**src/rtl/pipe_hazard_ctrl.sv**
```systemverilog
// pipe_hazard_ctrl: depth-generic load-use stall, redirect flush and EX operand forwarding.
// Define PIPE_HAZ_PERF_EN to add saturating stall/flush/retire counters.
module pipe_hazard_ctrl #(
   parameter int DEPTH = 3,
   parameter int RF_ADDRESS = 5,
   parameter int LOAD_READY = 2,
   parameter int CNT_W = 32,
   localparam int FW = $clog2(DEPTH)
) (
   input  logic                  clk,
   input  logic                  reset,
   input  logic                  id_valid,
   input  logic [RF_ADDRESS-1:0] id_rs1,
   input  logic [RF_ADDRESS-1:0] id_rs2,
   input  logic                  id_use_rs1,
   input  logic                  id_use_rs2,
   input  logic [RF_ADDRESS-1:0] id_rd,
   input  logic                  id_regwrite,
   input  logic                  id_memread,
   input  logic                  ex_br_taken,
   output logic                  stall,
   output logic                  flush_ifid,
   output logic                  bubble_idex,
   output logic [FW-1:0]         fwd_sel_a,
   output logic [FW-1:0]         fwd_sel_b,
   output logic [DEPTH-1:0]      stg_valid
`ifdef PIPE_HAZ_PERF_EN
   ,
   output logic [CNT_W-1:0]      perf_stall_cnt,
   output logic [CNT_W-1:0]      perf_flush_cnt,
   output logic [CNT_W-1:0]      perf_retire_cnt
`endif
);
   if (DEPTH < 2 || DEPTH > 8 || LOAD_READY < 1 || LOAD_READY >= DEPTH || CNT_W < 1)
      $error("pipe_hazard_ctrl: illegal parameters");
   logic [DEPTH-1:0] v, rw, mr, live;
   logic [DEPTH-1:0][RF_ADDRESS-1:0] rd;
   logic [RF_ADDRESS-1:0] ex_rs1, ex_rs2;
   logic stall_lu, fwd_bad, take;
   logic [FW-1:0] sel_a, sel_b;
   function automatic logic match(input logic l, input logic [RF_ADDRESS-1:0] r, input logic [RF_ADDRESS-1:0] s);
      return l && r == s;
   endfunction
   always_comb begin
      live = '0;
      for (int k = 0; k < DEPTH; k++)
         live[k] = v[k] & rw[k] & (|rd[k]);
   end
   always_comb begin
      stall_lu = 1'b0;
      for (int k = 0; k < LOAD_READY - 1; k++)
         stall_lu |= id_valid && mr[k] &&
                     ((id_use_rs1 && match(live[k], rd[k], id_rs1)) || (id_use_rs2 && match(live[k], rd[k], id_rs2)));
   end
   // Oldest-to-youngest scan so the youngest producer overwrites; young loads are unreachable and only flagged.
   always_comb begin
      sel_a = '0;
      sel_b = '0;
      fwd_bad = 1'b0;
      for (int k = DEPTH - 1; k >= 1; k--) begin
         if (match(live[k], rd[k], ex_rs1)) begin
            if (mr[k] && k < LOAD_READY) fwd_bad = 1'b1;
            else sel_a = FW'(k);
         end
         if (match(live[k], rd[k], ex_rs2)) begin
            if (mr[k] && k < LOAD_READY) fwd_bad = 1'b1;
            else sel_b = FW'(k);
         end
      end
   end
   assign stall = !reset && stall_lu && !ex_br_taken;
   assign bubble_idex = !reset && (stall_lu || ex_br_taken);
   assign flush_ifid = !reset && ex_br_taken;
   assign fwd_sel_a = reset ? '0 : sel_a;
   assign fwd_sel_b = reset ? '0 : sel_b;
   assign stg_valid = v;
   assign take = id_valid && !bubble_idex;
   // Unused sources are stored as x0 so they can never select a forward.
   always_ff @(posedge clk) begin
      if (reset) begin
         v <= '0;
         rw <= '0;
         mr <= '0;
         rd <= '0;
         ex_rs1 <= '0;
         ex_rs2 <= '0;
      end else begin
         v <= {v[DEPTH-2:0], take};
         rw <= {rw[DEPTH-2:0], take && id_regwrite};
         mr <= {mr[DEPTH-2:0], take && id_memread};
         rd <= {rd[DEPTH-2:0], {RF_ADDRESS{take}} & id_rd};
         ex_rs1 <= {RF_ADDRESS{take && id_use_rs1}} & id_rs1;
         ex_rs2 <= {RF_ADDRESS{take && id_use_rs2}} & id_rs2;
      end
   end
   always_ff @(posedge clk)
      if (!reset) assert (!fwd_bad);
`ifdef PIPE_HAZ_PERF_EN
   always_ff @(posedge clk) begin
      if (reset) begin
         perf_stall_cnt <= '0;
         perf_flush_cnt <= '0;
         perf_retire_cnt <= '0;
      end else begin
         perf_stall_cnt <= perf_stall_cnt + CNT_W'(stall && !(&perf_stall_cnt));
         perf_flush_cnt <= perf_flush_cnt + CNT_W'(ex_br_taken && !(&perf_flush_cnt));
         perf_retire_cnt <= perf_retire_cnt + CNT_W'(v[DEPTH-1] && !(&perf_retire_cnt));
      end
   end
`endif
endmodule
```
**config.mk**
```make
export PLATFORM = sky130hd
export DESIGN_NAME = pipe_hazard_ctrl
export DESIGN_NICKNAME = d
export VERILOG_FILES = /design/src/rtl/pipe_hazard_ctrl.sv
export SDC_FILE = /design/constraint.sdc
export NUM_CORES = 1
export LEC_CHECK = 0
export ABC_AREA = 1
export BUFFER_PORTS_ARGS = -buffer_cell sky130_fd_sc_hd__buf_2
export CAP_MARGIN = 15
export CORE_ASPECT_RATIO = 1.1
export CORE_UTILIZATION = 30
export CTS_CLUSTER_SIZE = 14
export DETAILED_ROUTE_END_ITERATION = 8
export SKIP_CTS_REPAIR_TIMING = 1
export SYNTH_ARGS = -nofsm -noshare
export SYNTH_HDL_FRONTEND = slang
export SYNTH_SLANG_ARGS = --single-unit
```
**constraint.sdc**
```tcl
create_clock -name clk -period 3.55 [get_ports clk]
set_input_delay 0.355 -clock clk [delete_from_list [all_inputs] [get_ports clk]]
set_output_delay 0.355 -clock clk [all_outputs]
set_load 0.01 [all_outputs]
```
# --- Word-level counts from Yosys, hierarchy flattened ---
# Index checks and enable logic that the tools add are counted.
totals:
  regBits: 33
  in_bits: 23
  out_inout_bits: 10
  word_cells: 58
classes:
  eq_ne: 6
  n_mux: 8
  bitwise_logic: 9
  n_reduce_logical: 27
ops:
  columns: ["operator", "n"]
  rows:
  - ["5-bit equality test", 6]
  - ["1-bit logical AND", 19]
  - ["2-bit 2-to-1 mux", 8]
  - ["5-bit bitwise AND", 3]
  - ["5-bit OR reduction", 3]
  - ["1-bit bitwise AND", 6]
  - ["1-bit zero test", 3]
  - ["1-bit logical OR", 2]

# --- Logic depth before layout (Yosys ltp) ---
# Gate-level depths: netlist of run 1.
depth:
  ltp_word: 12
  depth_mapped: 10
  depth_no_buf: 9

# --- Least setup slack after synthesis of run 1 ---
# Ideal clock, no wire load.
synth_timing:
  path_kind: "input -> output"
  from: "in reset"
  to: "out fwd_sel_b[1]"
  t_arrival_ps: 1102
  required_ps: 3195
  path_slack_ps: 2093
  cell_stages: 6
  n_path_buf: 1
  path_cell_list: "buf_2 inv_1 o21ai_0 a211oi_1 nand2_1 a21oi_1"
synth_between:
  elab_chain_len: 1
synth_lines:
  columns: ["element", "line", "source"]
  rows:
  - ["from (decl)", "11", "input logic reset,"]
  - ["2-bit 2-to-1 mux", "75", "assign fwd_sel_b = reset ? '0 : sel_b;"]
  - ["to (decl)", "25", "output logic [FW-1:0] fwd_sel_b,"]
# Every way passes these cells.

# --- Final worst setup path of run 1 ---
layout_timing:
  from: "reg rd[5] (netlist bit)"
  to: "out fwd_sel_b[0]"
layout_between:
  elab_chain_len: 5
  elab_cells_between_ends: 6
  classes_between: "1 x eq/ne; 2 x mux; 1 x bitwise; 2 x reduce/logical"
layout_lines:
  columns: ["element", "line", "source"]
  rows:
  - ["from (decl)", "37", "logic [DEPTH-1:0][RF_ADDRESS-1:0] rd;"]
  - ["from (signal assigned)", "91", "rd <= {rd[DEPTH-2:0], {RF_ADDRESS{take}} & id_rd};"]
  - ["5-bit OR reduction", "47", "live[k] = v[k] & rw[k] & (|rd[k]);"]
  - ["1-bit bitwise AND", "47", null]
  - ["1-bit logical AND (*)", "42", "return l && r == s;"]
  - ["2-bit 2-to-1 mux (*)", "65", "if (match(live[k], rd[k], ex_rs2)) begin"]
  - ["2-bit 2-to-1 mux (*)", "75", null]
# Every way passes the cells marked *; elsewhere a longest branch is shown, timed or not.

==> results_dict.tcl, run 1 <==
set metrics [dict create \
    die_area_um2 5340 \
    synth_seq_area_share 0.436 \
    vias 1343 \
    p_per_area_nw_per_um2 408 \
    nFillCells 503 \
    drt-initial-drc-count 41 \
    ant_nets 0 \
    clkSinkCount 33 \
    period_share 0.516 \
    slew_headroom 0.773 \
    layout_commonest_cell "nand2_1" \
    worstPathArrival_ns 1.48 \
    fmax_ghz 0.546 \
    grtUsageTotal 0.133 \
    tightest_slew_ns 0.340 \
    endpoint "fwd_sel_b[0]" \
    grt_antenna_before_repair 0 \
    hpwl_um 2420 \
    syn_inst 228 \
    start_util 0.319 \
    cp_data_required_time_ns 3.19 \
    rows 26 \
    cts_htree_levels 2 \
    drive_gt1_frac 0.167 \
    r2r_slack_ns 2.22 \
    routed-wl-met2_um 1500 \
    synth_fp_nets 251 \
    first_pass_iters 4 \
    end_kind "primary output" \
    met1_length_um 1400 \
    numCtsBuffers 5 \
    cts_tree "built" \
    fin_skew_ns 0.00787 \
    synth_cell_types 22 \
    final_cell_mix "nand2_1 (55), nor2_1 (51), inv_1 (44)" \
    ys_seq_elements 33 \
    crit_type "register to primary output" \
    cp_common_cell "nand2_1" \
    slew_violations 0 \
    synth_area_per_cell_um2 6.65 \
    num_antenna_cells 0 \
    dr.max_layer_used "met4" \
    yosysWarnings 0 \
    grt_pass1_vias 1302 \
    leakage_nw 0.930 \
    reg2reg_from "rd[1]$_SDFF_PP0_" \
    finalSetupTns_ns 0 \
    gp_congestion 0.842 \
    die-width_um 69.8 \
    crit_slowest_cell "dfxtp_1" \
    ios 33 \
    r2r-end "ex_rs2[1]$_SDFF_PP0_" \
    period_needed_ns 1.83 \
    cts_root_buf "clkbuf_8" \
    status "finished, final reports clean" \
    area_growth_pct 19.6 \
    die_height_um 76.6 \
    drc 0 \
    worstSkewPairLatency_ns 0.28 \
    grt_pass1_wl_um 5560 \
    cp-startpoint "rd[5]$_SDFF_PP0_" \
    ff2ff_path_depth 9 \
    grt_max_degree 21 \
    worstPathMaxFanout 4 \
    place_area_um2 1730 \
    wl_met3_um 120 \
    port_buffers 32 \
    wl_per_cell_um 9.78 \
    stdcell_area_um2 1810 \
    path_buf_inv 2 \
    cts.reportedPaths.clkPinSlew_ns 0.07 \
    nets 287 \
    avgViaCountPerCell 4.20 \
    crit_chain "inv_1 > nand2_1 > nand2_1 > a21oi_1 > nand4_1 > nor2_1 > nand2_1 > nor2_1 > buf_2" \
    setup_viol 0 \
    overflow 0 \
    rsz0062_at_grt "no" \
    min_path_type "primary input to register" \
    wl_um 3130 \
    core-area_um2 4750 \
    dp.cells 313 \
    drv_cap 0 \
    syn_area_um2 1520 \
    slowest_delay_ns 0.35 \
    startpoint_type "register" \
    path_delay_family "simple AND/OR/NAND/NOR gates" \
    cp.depth 9 \
    hold_violations 0 \
    fin_cells 320 \
    cts_max_path_buffers 2 \
    max-vdd-ir-drop_v 0.000277 \
]
[worst register-to-register path: stages (launching register included)]
cell and delay [ns]:
dfxtp_1 0.38, inv_2 0.07, nand2_1 0.06, nand2_1 0.05, nor2_1 0.12, nand3_1 0.08, nand2_1 0.10, nand2_2 0.09
nand3_4 0.18, nor2_1 0.08
[through the flow]
stage          utilization  setup WS [ns]  total power [mW]  hold WS [ns]
6_report             0.382           1.72             0.739         0.274
4_1_cts              0.382           1.67             0.751         0.266
2_1_floorplan            -           2.09             0.442         0.403
3_3_place_gp         0.364           1.92             0.470         0.417
3_5_place_dp         0.364           1.89             0.470         0.415
5_1_grt              0.382           1.50             0.780         0.265
[where the power goes]
group          total [mW]  internal (mW)  switching (mW)
logic              0.0728         0.0307          0.0421
registers           0.388          0.380         0.00795
clock network       0.278          0.153           0.125
total               0.739          0.564           0.175
[worst min path at each step]
stage                       endpoint  cells past startpoint             start  slack [ns]
global route        rd[2]$_SDFF_PP0_                      3          id_rd[2]        0.27
finish              rd[4]$_SDFF_PP0_                      3          id_rd[4]        0.27
detailed placement  rw[1]$_SDFF_PP0_                      2  rw[0]$_SDFF_PP0_        0.42
global placement    rw[1]$_SDFF_PP0_                      2  rw[0]$_SDFF_PP0_        0.42
floorplan           rw[1]$_SDFF_PP0_                      2  rw[0]$_SDFF_PP0_        0.40
CTS                 rd[4]$_SDFF_PP0_                      3          id_rd[4]        0.27
[metal layers]
layer  global-route usage  up-vias
met2                0.209       33
met1                0.155      551
met4               0.0980        0
met3               0.0317        9
met5                    0        -
li1                     -      750
[cell usage after synthesis]
library cell / instances / area (µm²)
o21ai_0: 3 / 15.0
o2111ai_1: 1 / 8.76
dfxtp_1: 33 / 661
a211oi_1: 1 / 7.51
xor2_1: 2 / 17.5
nor2_2: 1 / 6.26
o22ai_1: 2 / 12.5
buf_6: 1 / 11.3
nand3_4: 1 / 17.5
nand2_1: 55 / 206
nor3_1: 3 / 15.0
a21oi_1: 4 / 20.0
nor2_1: 51 / 191
o211ai_1: 1 / 7.51
buf_2: 1 / 5.00
buf_1: 1 / 3.75
nand2_2: 1 / 6.26
inv_1: 44 / 165
inv_2: 3 / 11.3
nand4_1: 5 / 31.3
nand3_1: 7 / 35.0
xnor2_1: 7 / 61.3
[sequential cells by signal, indices dropped and copies added (netlist names)]
register	flops
rd	15
ex_rs1	5
mr	2
rw	3
ex_rs2	5
stg_valid	3
[final cells by class]
| cell class | count | area, µm² | share of cell area |
|---|---|---|---|
| Inverter | 47 | 176 | 0.0973 |
| Sequential cell | 33 | 661 | 0.364 |
| Multi-Input combinational cell | 145 | 659 | 0.364 |
| Tap cell | 56 | 70.1 | 0.0386 |
| Clock buffer | 7 | 86.3 | 0.0476 |
| Timing Repair Buffer | 32 | 160 | 0.0883 |
[cell families (layout without fill, tap and decap cells)]
logic type,after synthesis,in the layout,share of synthesized area
AND/OR/NAND/NOR,124,124,0.336
buffers and inverters,50,86,0.130
flip-flops,33,33,0.436
AO/OA/AOI/OAI,12,12,0.0470
XOR/XNOR,9,9,0.0520
Power figures use the tool's default switching activity.
==> run 2: changes to the inputs <==
- ABC_AREA: 1 -> 0
- clock period: 3.55 -> 1.6 ns (I/O delays scaled with it)
==> run 2 against run 1 <==
Effect of this change:
- the flow now finishes with violations (negative setup slack)
- count of clock-buffer cells in the layout decreased by 2
- critical endpoint is now fwd_sel_b[1]
- utilization is 4.2 points higher
- clock skew decreased by 0.00071 ns
- hold slack got worse by 0.16 ns
- via count fell by 14%
- sequential power rose by 120%
- routed wire length shrank 2.7%
- first-iteration DRC count is 4.9% higher
==> results_dict.tcl, run 2 <==
set metrics [dict create \
    setup_slack_ns -0.320 \
    max-vdd-ir-drop_v 0.000569 \
    worstSkewPairLatency_ns 0.28 \
    yosysMostFrequentCell "dfxtp_1" \
    synth_top_cells_by_count "dfxtp_1 (33), xnor2_1 (20), a21oi_1 (18)" \
    grt_max_degree 19 \
    numCtsBuffers 5 \
    drc 0 \
    r2r_slack_ns 0.11 \
    period_share 1.20 \
    synthArstFlopShare 0 \
    synthTopCellsByArea "dfxtp_1 (46%), xnor2_1 (12%), nor2b_1 (7.5%), a21oi_1 (6.3%), xor2_1 (6.1%)" \
    core-area_um2 4440 \
    port_buffers 32 \
    cts.reportedPaths.clkPinSlew_ns 0.07 \
    wl_per_cell_um 12.0 \
    avgViaCountPerCell 4.57 \
    synth_top_area_cell "dfxtp_1" \
    drt-initial-drc-count 43 \
    overflow 0 \
    nets 221 \
    biggestRegsByFlops "rd (15), ex_rs1 (5), ex_rs2 (5)" \
    ant_nets 0 \
    slew_violations 0 \
    violations "negative setup slack" \
    layout_commonest_cell "buf_2" \
    p_clk_frac 0.434 \
    hold_violations 0 \
    synth_enable_flop_cells 0 \
    routed-wl-met2_um 1400 \
    yosysWarnings 0 \
    fin_skew_ns 0.00716 \
    drive_gt1_frac 0.327 \
    fmax_ghz 0.521 \
    intPower_mw 1.38 \
    clkSinkCount 33 \
    ios 33 \
    wl_um 3050 \
    die_area_um2 5030 \
    p_per_area_nw_per_um2 940 \
    path_buf_inv 1 \
    num_antenna_cells 0 \
    final_cell_mix "buf_2 (32), dfxtp_1 (29), xnor2_1 (20)" \
    tightest_slew_ns 0.268 \
    seq_power_share 0.481 \
    gp_congestion 0.864 \
    leakage_nw 0.828 \
    slowest_delay_ns 0.54 \
    area_growth_pct 32.0 \
    worstPathArrival_ns 1.76 \
    synth_top_area_share 0.463 \
    status "finished with violations" \
    pwr-share-comb 0.085 \
    drv_cap 0 \
    cts_max_path_buffers 2 \
    nFillCells 457 \
    min_path_type "primary input to register" \
    hold_ws_ns 0.111 \
    switchingPower_mw 0.390 \
    rsz0062_at_grt "yes" \
    slew_headroom 0.820 \
    worstPathMaxFanout 2 \
    synth_fp_nets 178 \
    grtUsageTotal 0.138 \
    grt_pass1_wl_um 4960 \
    startpoint_type "register" \
    cts_root_buf "clkbuf_8" \
    first_pass_iters 4 \
    regMostFlops "rd" \
    synth_flop_cell "dfxtp_1" \
    period_needed_ns 1.92 \
    crit_type "register to primary output" \
    crit_chain "or4_4 > o2111ai_4 > nor4_2 > nor3_1 > buf_2" \
    vias 1157 \
    synth_seq_area_share 0.463 \
    cp_data_required_time_ns 1.44 \
    wl_met3_um 149 \
    syn_area_um2 1430 \
    syn_inst 155 \
    cts_tree "built" \
    crit_slowest_cell "or4_4" \
    synth_area_per_cell_um2 9.20 \
    rows 25 \
    end_kind "primary output" \
    setup_viol 6 \
    cts_htree_levels 2 \
    hpwl_um 2420 \
    grt_pass1_vias 1068 \
    largest_register_ffs 15 \
    regArea_um2 668 \
    path_delay_family "simple AND/OR/NAND/NOR gates" \
    synth_cell_types 23 \
    met1_length_um 1430 \
    dr.max_layer_used "met4" \
    die_height_um 74.3 \
    multi_input_area_um2 778 \
    ys_seq_elements 33 \
    grt_antenna_before_repair 0 \
    start_util 0.321 \
    finalSetupTns_ns -1.55 \
    switching_share 0.221 \
    die-width_um 67.7 \
]
==> run 2: power groups by stage <==
stage / clock network (mW) / registers, mW / logic, mW
after global placement: 0 / 0.869 / 0.140
after CTS: 0.797 / 0.850 / 0.140
after global routing: 0.846 / 0.852 / 0.165
after floorplan: 0 / 0.868 / 0.0753
final: 0.768 / 0.851 / 0.151
after detailed placement: 0 / 0.869 / 0.140
==> run 2: layout make-up <==
type | instances | share of cell area
multi-input cells | 113 | 0.413
flip-flops and latches | 33 | 0.355
repair buffers | 44 | 0.133
clock buffers | 5 | 0.0365
well taps | 54 | 0.0359
clock inverters | 3 | 0.0246
inverters | 1 | 0.00199
==> run 2: worst register-to-register path, stage by stage (launching register included) <==
cell,delay [ns]
dfxtp_2,0.35
or4_4,0.55
nor2_4,0.12
nor3b_2,0.06
buf_4,0.19
a21oi_1,0.16
==> run 2: metal layers <==
layer	GRT usage	vias up
met5	0	-
met4	0.0615	0
met3	0.0537	7
met2	0.211	35
met1	0.169	501
li1	-	614
==> run 2: cell families after synthesis <==
group,share of synthesized area
AND/OR/NAND/NOR,0.239
flip-flops,0.463
XOR/XNOR,0.184
AO/OA/AOI/OAI,0.0868
buffers and inverters,0.0263
==> run 2: path summary, 6_finish.rpt <==
check              startpoint                    to  cells after the start
max          rd[6]$_SDFF_PP0_          fwd_sel_b[1]                      5
min                  id_rd[1]      rd[1]$_SDFF_PP0_                      3
max reg2reg  rd[2]$_SDFF_PP0_  ex_rs1[1]$_SDFF_PP0_                      5
min reg2reg  mr[0]$_SDFF_PP0_      mr[1]$_SDFF_PP0_                      1
==> run 2: through the flow <==
step / setup WS (ns) / area (µm²) / total power, mW / util / instances
2_1_floorplan: 0.00595 / 1430 / 0.943 / - / 155
6_report: -0.320 / 1880 / 1.77 / 0.424 / 253
3_3_place_gp: -0.0299 / 1710 / 1.01 / 0.385 / 244
4_1_cts: -0.396 / 1820 / 1.79 / 0.410 / 252
3_5_place_dp: -0.0735 / 1710 / 1.01 / 0.385 / 244
5_1_grt: -0.416 / 1880 / 1.86 / 0.424 / 253
==> run 3: changes to the inputs <==
- SETUP_SLACK_MARGIN: not set -> 0.02
==> run 3 against run 2 <==
Effect of this change:
- setup slack got worse by 0.023 ns
- global-route usage rose by 0.84 points
- clock skew fell by 0.0054 ns
- final area rose by 1.0%
- fmax fell by 1.2%
- clock power rose by 4.4%
- first-iteration DRC count fell by 30%
- cell count rose by 0.40%
- the run still ends with negative setup slack left
- utilization rose by 0.42 points
==> results_dict.tcl, run 3 (synthesized netlist as in run 2, its figures left out) <==
set metrics [dict create \
    status "finished with violations" \
    violations "negative setup slack" \
    cts_htree_levels 2 \
    grt.met2_usage 0.233 \
    overflow 0 \
    startpoint_type "register" \
    place_area_um2 1720 \
    end_kind "primary output" \
    finalSetupTns_ns -1.62 \
    cp_data_required_time_ns 1.44 \
    num_antenna_cells 0 \
    numCtsBuffers 5 \
    min_path_type "primary input to register" \
    avgViaCountPerCell 4.61 \
    regMostFlops "rd" \
    grt_pass1_wl_um 5170 \
    period_share 1.21 \
    ios 33 \
    seq_power_share 0.471 \
    cts.reportedPaths.clkPinSlew_ns 0.06 \
    nets 222 \
    core-area_um2 4440 \
    rsz0062_at_grt "yes" \
    pre_cts_slack_ns -0.000285 \
    wl_per_cell_um 12.3 \
    crit_type "register to primary output" \
    slew_violations 0 \
    port_buffers 32 \
    use_met3 0.0567 \
    worstPathMaxFanout 2 \
    worstSkewPairLatency_ns 0.28 \
    final_cell_mix "buf_2 (32), dfxtp_1 (28), xnor2_1 (20)" \
    grtUsageTotal 0.146 \
    fin_skew_ns 0.00172 \
    hold_ws_ns 0.107 \
    hold_violations 0 \
    gr-usage-met1 0.167 \
    rows 25 \
    cts_max_path_buffers 2 \
    grt-busiest-layer "met2" \
    leakage_nw 0.837 \
    stdcell_area_um2 1900 \
    fmax_ghz 0.515 \
    vias 1170 \
    start_util 0.321 \
    crit_chain "or4_4 > o2111ai_4 > nor4_2 > nor3_1 > buf_2" \
    area_growth_pct 33.3 \
    ant_nets 0 \
    clkSinkCount 33 \
    worstPathArrival_ns 1.78 \
    setup_slack_ns -0.343 \
    die-width_um 67.7 \
    grt_antenna_before_repair 0 \
    wl_um 3140 \
    dp.cells 245 \
    layout_commonest_cell "buf_2" \
    cts_tree "built" \
    grt_max_degree 19 \
    drive_gt1_frac 0.335 \
    switchingPower_mw 0.385 \
    slowest_delay_ns 0.54 \
    drv_cap 0 \
    switching_share 0.213 \
    setup_viol 6 \
    slew_headroom 0.821 \
    die_area_um2 5030 \
    period_needed_ns 1.94 \
    p_clk_frac 0.444 \
    largest_register_ffs 15 \
    fin_cells 254 \
    first_pass_iters 4 \
    max-vdd-ir-drop_v 0.000473 \
    pwr-share-comb 0.085 \
    die_height_um 74.3 \
    grt_pass1_vias 1142 \
    hpwl_um 2420 \
    drc 0 \
    drt-initial-drc-count 30 \
    crit_slowest_cell "or4_4" \
    p_per_area_nw_per_um2 949 \
    cts_root_buf "clkbuf_8" \
    tightest_slew_ns 0.267 \
    intPower_mw 1.42 \
    gp_congestion 0.844 \
    biggestRegsByFlops "rd (15), ex_rs1 (5), ex_rs2 (5)" \
]
-- run 3: cell count changes in the layout (fill, tap and decap cells not counted), sizes merged --
cell | before | now
clkbuf | 5 | 7
buf | 44 | 45
clkinv | 1 | 0
clkinvlp | 1 | 0
-- run 3: final cells by class --
type / instances / area [µm²]
clock inverter: 1 / 30.0
sequential: 33 / 669
inverter: 1 / 3.75
timing repair buffer: 45 / 258
clock buffer: 7 / 86.3
multi-input combinational: 113 / 787
fill: 458 / 2540
tap: 54 / 67.6
-- run 3: power groups by stage --
stage               Combinational [mW]  Clock, mW  Sequential [mW]
global route                     0.169      0.877            0.852
floorplan                       0.0753          0            0.868
detailed placement               0.142          0            0.869
finish                           0.153      0.802            0.850
global placement                 0.141          0            0.869
CTS                              0.143      0.825            0.850
-- run 3: layer usage --
layer | vias to the layer above | share of wire | wire length, µm
li1 | 617 | - | -
met1 | 508 | 0.45 | 1420
met2 | 36 | 0.46 | 1450
met3 | 9 | 0.059 | 185
met4 | 0 | 0.026 | 80
met5 | - | 0 | 0
-- run 3: worst max-delay path, delay by kind of cell, from the launching register on --
| family | cells | cell delay (ns) |
|---|---|---|
| compound gates | 1 | 0.27 |
| buf+inv | 1 | 0.15 |
| flops | 1 | 0.31 |
| simple gates | 3 | 0.77 |
-- run 3: through the flow --
step	total power [mW]	utilization
finish	1.81	0.428
floorplan	0.943	-
detailed placement	1.01	0.386
global placement	1.01	0.386
CTS	1.82	0.412
global route	1.90	0.428
-- run 3: path summary, 6_finish.rpt --
| path | start | end | slack [ns] | depth (start not counted) |
|---|---|---|---|---|
| max | rd[8]$_SDFF_PP0_ | fwd_sel_b[1] | -0.34 | 5 |
| min | id_rd[3] | rd[3]$_SDFF_PP0_ | 0.11 | 3 |
| max reg2reg | rd[2]$_SDFF_PP0_ | ex_rs1[0]$_SDFF_PP0_ | 0.13 | 5 |
| min reg2reg | mr[0]$_SDFF_PP0_ | mr[1]$_SDFF_PP0_ | 0.46 | 1 |
